===== src/rtl/program_memory_pkg.sv =====
// Shared types and default widths for the run-time loadable program memory.
// The width constants match the core's fetch port and the assembler's image format.
package program_memory_pkg;

  localparam int PM_DATA_WIDTH = 8;
  localparam int PM_ADDR_WIDTH = 8;

  typedef enum logic [1:0] {
    CLEAR = 2'd0,
    RUN   = 2'd1,
    LOAD  = 2'd2
  } pm_state_t;

endpackage


===== src/rtl/program_memory_if.sv =====
// Core fetch port plus host load stream for the program memory.
// master = core/loader side, slave = memory side.
interface program_memory_if
  import program_memory_pkg::*;
#(
  parameter int DATA_WIDTH = PM_DATA_WIDTH,
  parameter int ADDR_WIDTH = PM_ADDR_WIDTH
) ();

  logic [ADDR_WIDTH-1:0] address;
  logic [DATA_WIDTH-1:0] dataout;
  logic                  ready;
  logic                  load_start;
  logic                  load_valid;
  logic [DATA_WIDTH-1:0] load_data;
  logic                  load_last;
  logic                  load_ready;
  logic                  load_done;
  logic                  load_error;
  logic [DATA_WIDTH-1:0] checksum;

  modport master (
    output address, load_start, load_valid, load_data, load_last,
    input  dataout, ready, load_ready, load_done, load_error, checksum
  );

  modport slave (
    input  address, load_start, load_valid, load_data, load_last,
    output dataout, ready, load_ready, load_done, load_error, checksum
  );

endinterface


===== src/rtl/sync_ram.sv =====
// Single-port synchronous RAM with a registered read.
// The write source is either zero (clear sweep) or a load beat; the read
// register returns zero when reads are disabled so stale words never leak out.
module sync_ram
  import program_memory_pkg::*;
#(
  parameter int DATA_WIDTH = PM_DATA_WIDTH,
  parameter int ADDR_WIDTH = PM_ADDR_WIDTH
) (
  input  logic                  clk,
  input  logic                  reset,
  input  logic [ADDR_WIDTH-1:0] addr,
  input  logic                  clear_we,
  input  logic                  load_we,
  input  logic [DATA_WIDTH-1:0] load_data,
  input  logic                  rd_en,
  output logic [DATA_WIDTH-1:0] q
);

  localparam int DEPTH = 2 ** ADDR_WIDTH;

  logic [DATA_WIDTH-1:0] mem [DEPTH];
  logic                  we;
  logic [DATA_WIDTH-1:0] wdata;

  // Write mux: a load beat carries data, a clear write carries zero.
  always_comb begin
    we    = clear_we | load_we;
    wdata = load_we ? load_data : '0;
  end

  // Memory array write.
  always_ff @(posedge clk) begin
    if (we) mem[addr] <= wdata;
  end

  // Registered read port, forced to zero outside of fetch service.
  always_ff @(posedge clk) begin
    if (reset || !rd_en) q <= '0;
    else                 q <= mem[addr];
  end

endmodule


===== src/rtl/program_memory.sv =====
// Run-time loadable instruction memory: FSM, write pointer, checksum, flags.
//
// state | meaning
// CLEAR | zero-fill mem[ptr..DEPTH-1], one word per cycle
// RUN   | serve core fetches, wait for load_start
// LOAD  | accept program beats into mem[ptr], accumulate checksum
module program_memory
  import program_memory_pkg::*;
#(
  parameter int DATA_WIDTH = PM_DATA_WIDTH,
  parameter int ADDR_WIDTH = PM_ADDR_WIDTH
) (
  input  logic              clk,
  input  logic              reset,
  program_memory_if.slave   bus
);

  localparam logic [ADDR_WIDTH-1:0] PTR_LAST = '1;

  pm_state_t             state, state_nxt;
  logic [ADDR_WIDTH-1:0] ptr, ptr_nxt;
  logic [DATA_WIDTH-1:0] checksum, checksum_nxt;
  logic                  load_error, error_nxt;
  logic                  load_done, done_nxt;
  logic                  from_load, from_load_nxt;
  logic                  clear_we, load_we;
  logic [ADDR_WIDTH-1:0] ram_addr;
  logic                  rd_en;
  logic [DATA_WIDTH-1:0] ram_q;

  // State and datapath registers.
  always_ff @(posedge clk) begin
    if (reset) begin
      state      <= CLEAR;
      ptr        <= '0;
      checksum   <= '0;
      load_error <= 1'b0;
      load_done  <= 1'b0;
      from_load  <= 1'b0;
    end else begin
      state      <= state_nxt;
      ptr        <= ptr_nxt;
      checksum   <= checksum_nxt;
      load_error <= error_nxt;
      load_done  <= done_nxt;
      from_load  <= from_load_nxt;
    end
  end

  // Next-state, pointer, checksum and write-enable decode.
  // from_load remembers that a CLEAR is a tail fill so load_done fires at its end.
  always_comb begin
    state_nxt     = state;
    ptr_nxt       = ptr;
    checksum_nxt  = checksum;
    error_nxt     = load_error;
    done_nxt      = 1'b0;
    from_load_nxt = from_load;
    clear_we      = 1'b0;
    load_we       = 1'b0;
    case (state)
      CLEAR: begin
        clear_we = !reset;
        if (ptr == PTR_LAST) begin
          state_nxt     = RUN;
          done_nxt      = from_load;
          from_load_nxt = 1'b0;
        end else begin
          ptr_nxt = ptr + 1'b1;
        end
      end
      RUN: begin
        if (bus.load_start) begin
          state_nxt    = LOAD;
          ptr_nxt      = '0;
          checksum_nxt = '0;
          error_nxt    = 1'b0;
        end
      end
      LOAD: begin
        if (bus.load_valid) begin
          load_we      = !reset;
          checksum_nxt = checksum + bus.load_data;
          if (ptr == PTR_LAST) begin
            // Last word of the array ends the load whether or not it was marked last.
            state_nxt = RUN;
            done_nxt  = 1'b1;
            if (!bus.load_last) error_nxt = 1'b1;
          end else if (bus.load_last) begin
            state_nxt     = CLEAR;
            ptr_nxt       = ptr + 1'b1;
            from_load_nxt = 1'b1;
          end else begin
            ptr_nxt = ptr + 1'b1;
          end
        end
      end
      default: begin
        state_nxt = CLEAR;
        ptr_nxt   = '0;
      end
    endcase
  end

  // RAM port is owned by the core in RUN and by the pointer otherwise.
  always_comb begin
    ram_addr = (state == RUN) ? bus.address : ptr;
    rd_en    = (state == RUN) && !reset;
  end

  sync_ram #(
    .DATA_WIDTH (DATA_WIDTH),
    .ADDR_WIDTH (ADDR_WIDTH)
  ) u_ram (
    .clk       (clk),
    .reset     (reset),
    .addr      (ram_addr),
    .clear_we  (clear_we),
    .load_we   (load_we),
    .load_data (bus.load_data),
    .rd_en     (rd_en),
    .q         (ram_q)
  );

  assign bus.ready      = (state == RUN);
  assign bus.load_ready = (state == LOAD);
  assign bus.load_done  = load_done;
  assign bus.load_error = load_error;
  assign bus.checksum   = checksum;
  assign bus.dataout    = bus.ready ? ram_q : '0;

endmodule


===== src/flat_wrapper.sv =====
// flat-port wrapper written by rule: the top's interface ports become plain ports
module program_memory_flat import program_memory_pkg::*;
#(
  parameter int DATA_WIDTH = PM_DATA_WIDTH,
  parameter int ADDR_WIDTH = PM_ADDR_WIDTH
)
  (clk, reset, bus_address, bus_load_start, bus_load_valid, bus_load_data, bus_load_last, bus_dataout, bus_ready, bus_load_ready, bus_load_done, bus_load_error, bus_checksum);
  program_memory_if #(.DATA_WIDTH(DATA_WIDTH), .ADDR_WIDTH(ADDR_WIDTH)) bus_i ();
  input  logic clk;
  input  logic reset;
  input wire logic [$bits(bus_i.address)-1:0] bus_address;
  input wire logic [$bits(bus_i.load_start)-1:0] bus_load_start;
  input wire logic [$bits(bus_i.load_valid)-1:0] bus_load_valid;
  input wire logic [$bits(bus_i.load_data)-1:0] bus_load_data;
  input wire logic [$bits(bus_i.load_last)-1:0] bus_load_last;
  output wire logic [$bits(bus_i.dataout)-1:0] bus_dataout;
  output wire logic [$bits(bus_i.ready)-1:0] bus_ready;
  output wire logic [$bits(bus_i.load_ready)-1:0] bus_load_ready;
  output wire logic [$bits(bus_i.load_done)-1:0] bus_load_done;
  output wire logic [$bits(bus_i.load_error)-1:0] bus_load_error;
  output wire logic [$bits(bus_i.checksum)-1:0] bus_checksum;
  assign bus_i.address = bus_address;
  assign bus_i.load_start = bus_load_start;
  assign bus_i.load_valid = bus_load_valid;
  assign bus_i.load_data = bus_load_data;
  assign bus_i.load_last = bus_load_last;
  assign bus_dataout = bus_i.dataout;
  assign bus_ready = bus_i.ready;
  assign bus_load_ready = bus_i.load_ready;
  assign bus_load_done = bus_i.load_done;
  assign bus_load_error = bus_i.load_error;
  assign bus_checksum = bus_i.checksum;
  program_memory #(.DATA_WIDTH(DATA_WIDTH), .ADDR_WIDTH(ADDR_WIDTH)) u_core (.clk(clk), .reset(reset), .bus(bus_i));
endmodule

===== config.mk =====
export PLATFORM = sky130hd
export DESIGN_NAME = program_memory_flat
export DESIGN_NICKNAME = d
export VERILOG_FILES = /design/src/rtl/program_memory_pkg.sv /design/src/rtl/program_memory_if.sv /design/src/rtl/sync_ram.sv /design/src/rtl/program_memory.sv /design/src/flat_wrapper.sv
export SDC_FILE = /design/constraint.sdc
export NUM_CORES = 2
export LEC_CHECK = 0
export BUFFER_PORTS_ARGS = -buffer_cell sky130_fd_sc_hd__buf_2
export CORE_AREA = 4 4 573 575
export DETAILED_ROUTE_END_ITERATION = 8
export DIE_AREA = 0 0 577 579
export PLACE_DENSITY_LB_ADDON = 0.12
export SYNTH_ARGS = -nofsm -noshare
export SYNTH_HDL_FRONTEND = slang
export SYNTH_SLANG_ARGS = --single-unit

===== constraint.sdc =====
create_clock -name clk -period 8.8 [get_ports clk]
set_input_delay 2.64 -clock clk [delete_from_list [all_inputs] [get_ports clk]]
set_output_delay 2.64 -clock clk [all_outputs]
set_load 0.01 [all_outputs]

== After elaboration in Yosys (flattened, before gate mapping) ==
Memory sizes are Yosys's and may differ from the RTL's. A register that Yosys moved wholly into a read port is not among the register bits.
Index checks and enable logic that the tools add are counted.

* Add/sub/neg operators: 2
* Eq/ne operators: 11
* Muxes and demuxes: 34
* Bitwise logic cells: 1
* Reductions and logical operators: 12

{| class="wikitable"
|+ Operators with widths
! kind !! count
|-
| two-way mux 8 bit || 7
|-
| one-hot mux 8 bit (3 select lines) || 1
|-
| two-way mux 1 bit || 16
|-
| one-hot mux 8 bit (2 select lines) || 1
|-
| two-way mux 2 bit || 5
|-
| != test 2 bit, second input constant || 5
|-
| AND reduction 5 bit || 2
|-
| adder 8 x 1 -> 8 bit, second input constant || 1
|-
| adder 8 bit || 1
|-
| equality test 8 bit, second input constant || 1
|-
| one-hot mux 1 bit (2 select lines) || 3
|-
| one-hot mux 2 bit (3 select lines) || 1
|-
| != test 2 x 1 -> 1 bit, second input constant || 2
|-
| AND reduction 4 bit || 1
|-
| nonzero test 2 bit || 2
|-
| != test 3 x 2 -> 1 bit, second input constant || 1
|-
| AND reduction 3 bit || 1
|-
| equality test 2 x 1 -> 1 bit, second input constant || 1
|-
| equality test 2 bit, second input constant || 1
|-
| logical NOT 1 bit || 2
|-
| logical NOT 2 bit || 1
|-
| AND reduction 2 bit || 1
|-
| logical AND 1 bit || 1
|-
| logical OR 1 bit || 1
|-
| bitwise OR 1 bit || 1
|}

* Bits in registers: 21
* Bits in writable memories: 2048
* Input port bits: 21
* Output and inout port bits: 20
* Word-level logic and storage cells: 67
* Memories: 1

{| class="wikitable"
|+ Memories
! name !! depth !! bits a word !! read ports !! clocked after memory_dff !! wr ports !! line !! text
|-
| u_core.u_ram.mem || 256 || 8 || 1 || 1 || 1 || sync_ram.sv:22 || <nowiki>logic [DATA_WIDTH-1:0] mem [DEPTH];</nowiki>
|}

== Logic depth before layout (Yosys ltp) ==
* Depth after elaboration: 6
* Mapped depth: 12
* Mapped depth without buffers: 9

== By module ==
A second synthesis with hierarchy kept.

* Cell total of the unflattened synthesis: 4075
* Area, all modules: 81345.5 um^2

{| class="wikitable"
|+ Modules (own cells, without submodules)
! module !! instances !! cells an instance !! area each (um^2) !! seq. area each (um^2)
|-
| sync_ram || 1 || 3910 || 79897.9 || 61659.1
|-
| program_memory || 1 || 165 || 1447.6 || 420.4
|}

== Worst setup path after synthesis ==
Ideal clock, no wire load.

* Kind: input port to flip-flop
* Start point: input port reset
* End point: memory u_core.u_ram.mem[0][0] in the netlist's numbering, data pin
* Library setup time: 0.868 ns
* Arrival: 6.360 ns
* Data required time: 7.932 ns
* Setup slack: 1.572 ns
* Stages: 3
* Buffers on the path: 1
* Cells stage by stage: clkbuf_1 > nor2_1 > and2_1

* Word-level cells in the longest chain between the ends: 4

{| class="wikitable"
|+ RTL lines
! item !! line !! text
|-
| start: declaration || flat_wrapper.sv:10 || <nowiki>input logic reset;</nowiki>
|-
| logical NOT 1 bit || program_memory.sv:82 || <nowiki>load_we = !reset;</nowiki>
|-
| two-way mux 1 bit || program_memory.sv:81 || <nowiki>if (bus.load_valid) begin</nowiki>
|-
| two-way mux 1 bit || program_memory.sv:61 || <nowiki>case (state)</nowiki>
|-
| two-way mux 8 bit || sync_ram.sv:29 || <nowiki>wdata = load_we ? load_data : '0;</nowiki>
|-
| via u_core.u_ram.wdata[0] || sync_ram.sv:24 || <nowiki>logic [DATA_WIDTH-1:0] wdata;</nowiki>
|-
| end: declaration || sync_ram.sv:22 ||
|}

The timed path passes the listed nets, and every way through them passes these cells.

== Worst setup path after layout ==
* Start point: input port bus_address[0]
* End point: register u_core.u_ram.q[3], read port of u_core.u_ram.mem

* Word-level cells in the longest chain between the ends: 1

{| class="wikitable"
|+ RTL lines
! item !! line !! text
|-
| start: declaration || flat_wrapper.sv:11 || <nowiki>input wire logic [$bits(bus_i.address)-1:0] bus_address;</nowiki>
|-
| two-way mux 8 bit || program_memory.sv:107 || <nowiki>ram_addr = (state == RUN) ? bus.address : ptr;</nowiki>
|-
| end: declaration || sync_ram.sv:17 || <nowiki>output logic [DATA_WIDTH-1:0] q</nowiki>
|}

No other way between the ends.
A chain may end at the register's enable or synchronous reset.

==> impl_metrics.py <==
metrics = {
    "run_status": {
        "status": "completed",
    },
    "place": {
        "io_buffers": 40,
        "place.gp.congestion": 0.732,
        "dpl_cell_area_um2": 82600,
        "dp_hpwl_um": 151000,
    },
    "global_route": {
        "grt_util_all_layers": 0.149,
        "grt_max_degree": 153,
        "grt_overflow_total": 0,
        "grt_pass1_vias": 42323,
        "antenna_found_initial": 17,
        "grt_pass1_wl_um": 357000,
    },
    "timing": {
        "setup_viol": 0,
        "clock.fmax_mhz": 165,
        "holdWs_ps": 508,
        "relSlewSlack": 0.180,
        "rsz0062_at_grt": "false",
        "setup-tns-final_ps": 0,
        "fin_skew_ps": 58.0,
        "fin_crit_ps": 6060,
        "hold_violations": 0,
        "worstMarginPinSlew_ps": 1200,
        "slew_viol_final": 0,
        "finalCritPeriodShare": 0.689,
    },
    "logic_synthesis": {
        "synth.area.top_cells": "edfxtp_1 80%, a22o_1 5.8%, a221oi_1 5.8%",
        "syn_area_per_cell_um2": 18.0,
        "synth_area_um2": 77300,
        "yosys_warnings": 0,
        "ys_seq_area_frac": 0.804,
        "ys.flop_type": "edfxtp_1",
        "synth.top_cell.area_share": 0.796,
        "syn_inst": 4282,
        "synth_edf_count": 2048,
        "synth_area_leader_cell": "edfxtp_1",
        "synth_nets": 4312,
        "async_reset_ff_frac": 0,
        "synth.distinct_cells": 53,
        "ys_ff_latch": 2077,
    },
    "cts": {
        "cts_resized": 0,
        "clk_latency_ps": 880,
        "numCtsBuffers": 236,
        "root_buffer": "clkbuf_16",
        "hold_buffers": 0,
        "cts.sinks": 2077,
        "clock_path_buffers": 4,
        "htreeDepth": 4,
        "path_clk_slew_ps": 70,
        "cts_tree": "built",
        "cts_setup_buffers": 0,
    },
    "cells_and_area": {
        "final_area_um2": 89900,
        "drive_above_1_share": 0.113,
        "syn2layout_area_growth_pct": 16.4,
        "nNetsFinal": 4370,
    },
    "min_path": {
        "hold_class": "reg2reg",
        "hold_start": "u_core.from_load",
    },
    "route": {
        "post-route-drc-count": 0,
        "ant_nets": 0,
        "first_iter_violations": 3235,
        "wl_um": 256000,
        "wire_per_inst_um": 28.9,
        "firstDrtPassIters": 5,
        "vias_per_cell": 4.79,
        "routed-via-count": 42425,
    },
    "floorplanning": {
        "ios": 41,
        "rows": 209,
        "start_util": 0.239,
        "dieArea_um2": 334000,
        "die_x_um": 577,
        "die_h_um": 579,
        "coreArea_um2": 323000,
    },
    "setup_path": {
        "crit_start": "bus_address[0]",
        "reg2regPathDepth": 11,
        "worst_setup_path_start_kind": "input pin",
        "arrival_ps": 6750,
        "end_kind": "flop",
        "required_ps": 9490,
        "r2r_start": "u_core.state[0]",
        "reg2reg_to": "u_core.u_ram.q[3]",
        "crit_fanout": 102,
        "setup.worst_path.end": "u_core.u_ram.q[3]",
        "timing.reg2reg.setup_slack_ps": 3110,
        "criticalPathCategory": "in2reg",
    },
    "power": {
        "irDropWorstVdd_mv": 0.180,
        "p_total_uw": 20900,
        "p_leak_uw": 0.0304,
        "power_density_nw_per_um2": 233,
    },
    "job": {
        "cap_violations": 0,
    },
}
critical path, cell delays in order:
cell and delay (ps):
buf_2 130, nor4bb_1 150, a31o_4 340, buf_12 260, buf_12 310, a221oi_1 460, o22ai_1 250, or4_1 770
o21ai_0 880, a41oi_1 230
synthesized netlist by cell type (all sizes together) (8+ instances only):
library cell and count:
edfxtp 2048, a221oi 512, a22o 512, nor2 280, o22ai 256, clkbuf 180, buf 148, or4 64
nand2 59, o21ai 43, dfxtp 29, nand3 25, and2 17, a21oi 15, o31ai 9, xnor2 9
a41oi 8, ha 8, inv 8
metal layers:
layer / global-route usage / vias to the layer above / wire length (um)
met4: 0.0319 / 0 / 5080
met5: 0 / - / 0
met2: 0.240 / 936 / 121000
met1: 0.213 / 22787 / 121000
li1: - / 18416 / -
met3: 0.0195 / 286 / 10300
placed cells by master, fill, tap and decap left out, drive strengths merged, types with 6 or more instances in the layout:
cell and n:
o22ai 256, clkinv 110, xnor2 9, or3 7, a41oi 8, a21oi 15, clkinvlp 6, a22o 512
or4 64, and2 17, o31ai 9, nand3 25, a221oi 512, nand3b 7, nand2 59, clkbuf 290
inv 13, ha 8, o21ai 43, edfxtp 2048, buf 148, bufinv 17, nor2 280, dfxtp 29
registers in the layout, indices dropped and copies added, names as in the netlist:
| signal | count |
|---|---|
| u_core.bus.checksum | 8 |
| u_core.bus.load_done | 1 |
| u_core.bus.load_error | 1 |
| u_core.from_load | 1 |
| u_core.ptr | 8 |
| u_core.state | 2 |
| u_core.u_ram.mem | 2048 |
| u_core.u_ram.q | 8 |
stage by stage:
stage          std cells  setup WS, ps  utilization
3_3_place_gp        8427          1930        0.255
4_1_cts             8855          2920        0.278
2_1_floorplan       4282          1570            -
6_report            8859          2740        0.278
3_5_place_dp        8427          1950        0.255
5_1_grt             8856          2790        0.278
power by group:
group,internal (uW),switching [uW]
clock,5450,4040
sequential,10700,4.01
combinational,178,572
total,16300,4610
final cells by class:
class	instances	area, um2
well taps	4325	5410
fillers	32251	233000
multi-input cells	1869	13700
inverters	8	30.0
repair buffers	148	1310
clock buffers	290	6170
flip-flops and latches	2077	62100
diodes	4	10.0
clock inverters	138	1150
cells by family (layout without fill, tap and decap cells):
family | Yosys count | after routing | synth area share
multiplexers | 1 | 1 | 0.000178
XOR/XNOR | 10 | 10 | 0.00113
AO/OA/AOI/OAI | 1371 | 1371 | 0.145
other | 0 | 4 | 0
adder cells (fa/ha/maj) | 9 | 9 | 0.00155
flip-flops | 2077 | 2077 | 0.804
AND/OR/NAND/NOR | 478 | 478 | 0.0287
buffers and inverters | 336 | 584 | 0.0203
how the worst min path moves through the flow:
stage / end / slack, ps / cells after the start
after floorplan: u_core.from_load / 460 / 2
after global placement: u_core.from_load / 490 / 2
after detailed placement: u_core.from_load / 490 / 2
after CTS: u_core.from_load / 510 / 2
after global routing: u_core.from_load / 540 / 2
final: u_core.from_load / 510 / 2
No activity file was read; power rests on OpenSTA's default activity.
